<file path="config.mk">
export PLATFORM = sky130hd
export DESIGN_NAME = regfile_write_sequencer
export DESIGN_NICKNAME = d
export VERILOG_FILES = /design/src/rtl/regfile_write_sequencer.sv
export SDC_FILE = /design/constraint.sdc
export NUM_CORES = 1
export LEC_CHECK = 0
export ABC_AREA = 1
export CAP_MARGIN = 25
export CORE_AREA = 5 5 83 85
export DETAILED_ROUTE_END_ITERATION = 12
export DIE_AREA = 0 0 88 90
export GPL_TIMING_DRIVEN = 0
export PLACE_DENSITY = 0.82
export SLEW_MARGIN = 20
export SYNTH_ARGS = -nofsm -noshare
export SYNTH_HDL_FRONTEND = slang
export SYNTH_SLANG_ARGS = --single-unit
</file>
<file path="constraint.sdc">
create_clock -name clk -period 1.35 [get_ports clk]
set_input_delay 0.2025 -clock clk [delete_from_list [all_inputs] [get_ports clk]]
set_output_delay 0.2025 -clock clk [all_outputs]
set_load 0.02 [all_outputs]
</file>
<file path="src/rtl/regfile_write_sequencer.sv">
// Write-port controller for the integer register file: clears every register
// after reset, then round-robin arbitrates ALU and load writebacks.
`timescale 1ns/1ps
module regfile_write_sequencer #(
    parameter int XLEN  = 32,
    parameter int NREGS = 32,
    parameter int AW    = 5
) (
    input  logic            clk,
    input  logic            reset,
    input  logic            alu_valid,
    input  logic [AW-1:0]   alu_rd,
    input  logic [XLEN-1:0] alu_data,
    output logic            alu_ready,
    input  logic            ld_valid,
    input  logic [AW-1:0]   ld_rd,
    input  logic [XLEN-1:0] ld_data,
    output logic            ld_ready,
    output logic            rf_regwrite,
    output logic [AW-1:0]   rf_rd,
    output logic [XLEN-1:0] rf_writedata,
    output logic            init_busy
);

    typedef enum logic {INIT, RUN} state_t;

    localparam logic          GRANT_ALU = 1'b0;
    localparam logic          GRANT_LD  = 1'b1;
    localparam logic [AW-1:0] LAST_IDX  = AW'(NREGS - 1);

    state_t          state, state_next;
    logic [AW-1:0]   cnt;
    logic            last_grant;
    logic            alu_fire, ld_fire, contended;
    logic            win_vld_p0;
    logic [AW-1:0]   win_rd_p0;
    logic [XLEN-1:0] win_data_p0;

    // Stage 0: arbitration. A ready only looks at the other source's valid.
    always_comb begin
        state_next = state;
        alu_ready  = 1'b0;
        ld_ready   = 1'b0;
        if (state == RUN) begin
            alu_ready = !ld_valid  || (last_grant == GRANT_LD);
            ld_ready  = !alu_valid || (last_grant == GRANT_ALU);
        end else if (cnt == LAST_IDX) begin
            state_next = RUN;
        end
    end

    assign init_busy   = (state == INIT);
    assign alu_fire    = alu_valid && alu_ready;
    assign ld_fire     = ld_valid && ld_ready;
    assign contended   = alu_valid && ld_valid && (state == RUN);
    assign win_vld_p0  = alu_fire || ld_fire;
    assign win_rd_p0   = alu_fire ? alu_rd : ld_rd;
    assign win_data_p0 = alu_fire ? alu_data : ld_data;

    // Stage 1: registered write port toward the register file.
    always_ff @(posedge clk or negedge reset) begin
        if (!reset) begin
            state        <= INIT;
            cnt          <= '0;
            last_grant   <= GRANT_ALU;
            rf_regwrite  <= 1'b0;
            rf_rd        <= '0;
            rf_writedata <= '0;
        end else begin
            state <= state_next;
            if (state == INIT) begin
                rf_regwrite  <= 1'b1;
                rf_rd        <= cnt;
                rf_writedata <= '0;
                cnt          <= cnt + 1'b1;
            end else begin
                if (contended) begin
                    last_grant <= ld_fire ? GRANT_LD : GRANT_ALU;
                end
                if (win_vld_p0) begin
                    rf_regwrite  <= (win_rd_p0 != '0);
                    rf_rd        <= win_rd_p0;
                    rf_writedata <= win_data_p0;
                end else begin
                    rf_regwrite <= 1'b0;
                end
            end
        end
    end

endmodule
</file>
# After elaboration in Yosys (flattened, before gate mapping)
# Cells that the tools add are included.
# Widths: inputs -> output; s select.
[totals]
register_bits = 45
latch_bits = 0
mem_bits_rw = 0
rom_bits = 0
input_bits = 78
out_inout_bits = 41
elab_cells = 35
memories = 0
[classes]
add_sub_neg = 1
mul = 0
div = 0
n_lt_le_gt_ge = 0
n_eq_ne = 2
shift = 0
n_mux = 13
n_bitwise = 2
reduce_logical = 11
[op_table]
columns = ["cell", "count"]
rows = [
  ["$mux 32", 3],
  ["$mux 5", 3],
  ["$mux 1", 7],
  ["$add 5x1->5 const B", 1],
  ["$eq 5x5->1 const B", 1],
  ["$reduce_bool 5->1", 1],
  ["$logic_and 1x1->1", 4],
  ["$logic_or 1x1->1", 3],
  ["$logic_not 1->1", 2],
  ["$ne 2x1->1 const B", 1],
  ["$not 1->1", 2],
  ["$reduce_and 2->1", 1],
]

# Depth between registers and ports, before layout
[logic_depth]
depth_word = 8
ltp_mapped = 9
depth_no_buf = 9

# Worst setup path after synthesis
# No wires, ideal clock.
[synth_path]
path_type = "reg2reg"
startpoint = "reg state"
endpoint = "reg rf_writedata[10]"
setup_time_ps = 74
arrival_ps = 1163
required_ps = 1276
setup_slack_ps = 113
stages_incl_launch_ff = 9
n_path_buf = 1
synth_period_minus_slack_ps = 1237
cell_sequence = "dfrtp_1 -> inv_2 -> nor2_4 -> nand2_8 -> nand2_2 -> inv_4 -> buf_6 -> o21ai_2 -> o21ai_2"
[synth_between]
elab_chain_len = 5
elab_cells_between_ends = 9
cone_classes = "1 x eq/ne; 5 x mux; 3 x reduce/logical"
[synth_rtl]
columns = ["item", "line_no", "text"]
rows = [
  ["start, declared", "31", "state_t state, state_next;"],
  ["start signal, assigned", "70", "state <= state_next;"],
  ["$mux 1", "44", "if (state == RUN) begin"],
  ["$logic_and 1x1->1", "53", "assign alu_fire = alu_valid && alu_ready;"],
  ["$mux 32", "58", "assign win_data_p0 = alu_fire ? alu_data : ld_data;"],
  ["$mux 32", "80", "if (win_vld_p0) begin"],
  ["$mux 32", "71", "if (state == INIT) begin"],
  ["end signal, assigned", "83", "rf_writedata <= win_data_p0;"],
  ["end, declared", "21", "output logic [XLEN-1:0] rf_writedata,"],
]
# Parallel ways exist; a longest one is shown, timed or not. The select of a mux whose other input is x is not followed.
# A chain may end at the register's enable or synchronous reset.

# Final worst setup path
[layout_path]
startpoint = "reg state"
endpoint = "out alu_ready"
[layout_between]
elab_chain_len = 1
[layout_rtl]
columns = ["item", "line_no", "text"]
rows = [
  ["$mux 1", "44", ""],
  ["end, declared", "14", "output logic alu_ready,"],
]
# No other way between the ends.

==> summary.txt <==
routed wire length per instance - 15.0 µm
Worst Tran Pin Value - 557 ps
wire length of the first global-routing pass - 11300 µm
Final Hold Vio Count - 0
outcome - complete, no violations
Synthesized Nets - 344
antenna diode count - 0
Max Transition Viols Final - 0
synthesized area - 0.00241 mm²
Max stage delay on crit path - 420 ps
Worst Hold End - rf_regwrite
Critical R2R Capture - rf_rd[0]
max-cap viol count - 0
setup TNS - 0 ps
Vias - 2284
Final Util - 64.3%
P_sw - 1.52 mW
HP Class - in2reg
Total GRT Usage - 17.8%
vias in the first global route - 2377
H-Tree Depth - 2
overflow left after global routing - 0
crit path cell chain - inv_4 > a21oi_1 > buf_4
Setup CP Type - reg2out
CTS tree - built
Synth area leaders - dfrtp_1, o21ai_2, nand2_1
R2R setup slack - 60 ps
Static Leak - 1.79 nW
clk buf depth - 2
Core ar. - 0.00613 mm²
P_int - 2.81 mW
Slowest-stage cell, CP - dfrtp_1
min Tclk post-route - 1310 ps
Setup violations, final - 0
path depth of the worst reg2reg path - 8
startpoint type of the worst setup path - register
Final ANT Viol Nets - 0
pwr dens - 1100 mW/mm²
Clock Power Share - 21.1%
arrival time worst endpoint - 1110 ps
Critical Path Fanout Max - 8
cell count after synthesis - 264
drt via density - 4.78
HP Start - alu_valid
Critical Path End Type - output port
highest clock rate - 0.764 GHz
Residual DRC - 0
largest area contributor in the netlist - dfrtp_1
max_slew headroom - 62.9%
post-route insts no fill - 478
CTS clock-pin slew for the worst setup and hold paths - 80 ps
total clock sinks - 45
fin nets - 480
share of layout cells above drive strength 1 - 25.9%
Tcrit/Tclk final - 97.0%
worst path buffer plus inverter count - 2
post-synth cell types - 26
sequential fraction of the synthesis area - 46.8%
antenna violations before repair - 0
Logic pwr share - 40.3%
pin count of the biggest net entering global routing - 24
top-area cell type share of the netlist area - 46.8%
CTS Root Cell - clkbuf_8
TritonRoute pass-1 iters - 4
Initial Util - 39.3%
Worst Path Required - 1150 ps
drt initial violations - 50
Worst Skew - 4.05 ps
Cells after DPL - 460
Top Ports - 119
worst r2r src - state
die area - 0.00792 mm²
WHS Path Cells - 5
switching part of the total - 35.0%
Worst VDD drop - 0.000523 V
flops & latches, synth - 45
synthesized area per cell - 9.12 µm²
Clock Latency Late Sink - 290 ps
RSZ-0062 raised after global routing - true
post-DP HPWL - 5330 µm
synthesis-to-finish area growth - 63.6%
Seq pwr share - 38.6%
Die Y - 90 µm
filler cell count - 540
GP Congestion - 0.752
# port buffers - 118
Crit path max-delay family - flip-flops
DIE WIDTH - 88 µm
row count - 29
drt total wl - 7180 µm
Ys Warns - 0
Num CTS Buffers - 5
[how the worst max path moves through the flow]
stage | from | end | slack (ps) | cells past startpoint
2_1_floorplan | state | rf_writedata[10] | 110 | 8
4_1_cts | state | rf_writedata[10] | 1 | 6
3_3_place_gp | reset | rf_writedata[28] | -1240 | 1
6_report | state | alu_ready | 40 | 3
5_1_grt | state | alu_ready | -40 | 3
3_5_place_dp | alu_valid | ld_ready | -360 | 3
[cell usage after synthesis]
library cell  instances
a21oi_1               4
a31oi_1               2
buf_2                 4
buf_4                 3
buf_6                 5
buf_8                 1
clkinv_2              2
dfrtp_1              45
ha_1                  2
inv_1                 6
inv_2                 2
inv_4                 1
inv_6                 1
nand2_1              59
nand2_2               3
nand2_4               1
nand2_8               1
nand3_1               7
nor2_1               44
nor2_4                1
o21ai_0               1
o21ai_1               9
o21ai_2              56
or2_2                 1
xnor2_1               1
xor2_1                2
[sequential cells by signal (all words and copies together), names as in the netlist]
name,flops
rf_writedata,32
cnt,5
last_grant,1
rf_rd,5
state,1
rf_regwrite,1
[tightest hold or removal path: stages]
cell            delay, ps
dlymetal6s2s_1        200
nor2_4                 70
nand2_8                70
nand2_1                60
inv_1                  50
[cells by family after synthesis]
logic type                 synth area share [%]
adders and majority gates                  1.04
AOI/OAI and AO/OA                          23.8
and+or+nand+nor                            20.3
DFF                                        46.8
buffers and inverters                      7.01
xor gates and xnor gates                   1.09
[final cells by class]
class                      count  area [µm²]  area share [%]
buffer                        13         161            4.10
clock buffer                   7        96.3            2.44
clock inverter                 1        5.00           0.127
inverter                      12        70.1            1.78
multi-input combinational    194        1130            28.7
sequential                    45        1130            28.6
tap                           77        96.3            2.44
timing repair buffer         129        1250            31.8
[timing repair]
| action | 4_1_cts | 5_1_grt |
|---|---|---|
| hold buffers | 1 | 0 |
| resized for setup | 50 | 27 |
| endpoints found under the setup margin | 46 | 39 |
| pin swaps | 0 | 4 |
| cloned | 0 | 2 |
| hold endpoints to repair | 22 | 0 |
| buffers inserted | 0 | 7 |
[power groups by stage]
stage          Sequential (mW)  Combinational [mW]  Clock (mW)
2_1_floorplan             1.96               0.675           0
3_3_place_gp              1.70                1.77           0
3_5_place_dp              1.71                1.80           0
4_1_cts                   1.68                1.65       0.931
5_1_grt                   1.71                1.88       0.991
6_report                  1.67                1.74       0.913
[metal layers]
metal | global-route usage [%] | part of all wire [%]
met1 | 21.8 | 40
met2 | 31.2 | 51
met3 | 4.11 | 7.9
met4 | 3.84 | 0.88
met5 | 0 | 0
[through the flow]
| step | total power [mW] | cell area [µm²] | setup WS (ps) | hold WS [ps] |
|---|---|---|---|---|
| CTS | 4.25 | 3760 | 1.33 | 440 |
| global route | 4.58 | 3940 | -40.7 | 411 |
| floorplan | 2.63 | 2410 | 113 | -93.1 |
| detailed placement | 3.51 | 3700 | -360 | 222 |
| finish | 4.32 | 3940 | 40.8 | 394 |
| global placement | 3.47 | 3690 | -1240 | 462 |
[cell usage in the layout, fill, tap and decap left out]
cell,count
clkdlybuf4s50_1,75
nand2_1,59
o21ai_2,56
dfrtp_1,45
nor2_1,44
dlygate4sd2_1,38
o21ai_1,9
buf_4,9
nand3_1,7
clkbuf_8,7
inv_1,6
buf_6,5
a21oi_1,4
clkbuf_4,4
buf_12,4
inv_4,2
nand2_4,2
nand2_8,2
inv_8,2
a31oi_1,2
xor2_1,2
ha_1,2
clkbuf_16,2
buf_2,2
nand2_2,1
clkinv_4,1
nor2_4,1
inv_2,1
or2_2,1
xnor2_1,1
o21ai_0,1
buf_8,1
clkinv_2,1
dlygate4sd3_1,1
dlymetal6s2s_1,1
Note: power is estimated with default switching activity, not from simulation.
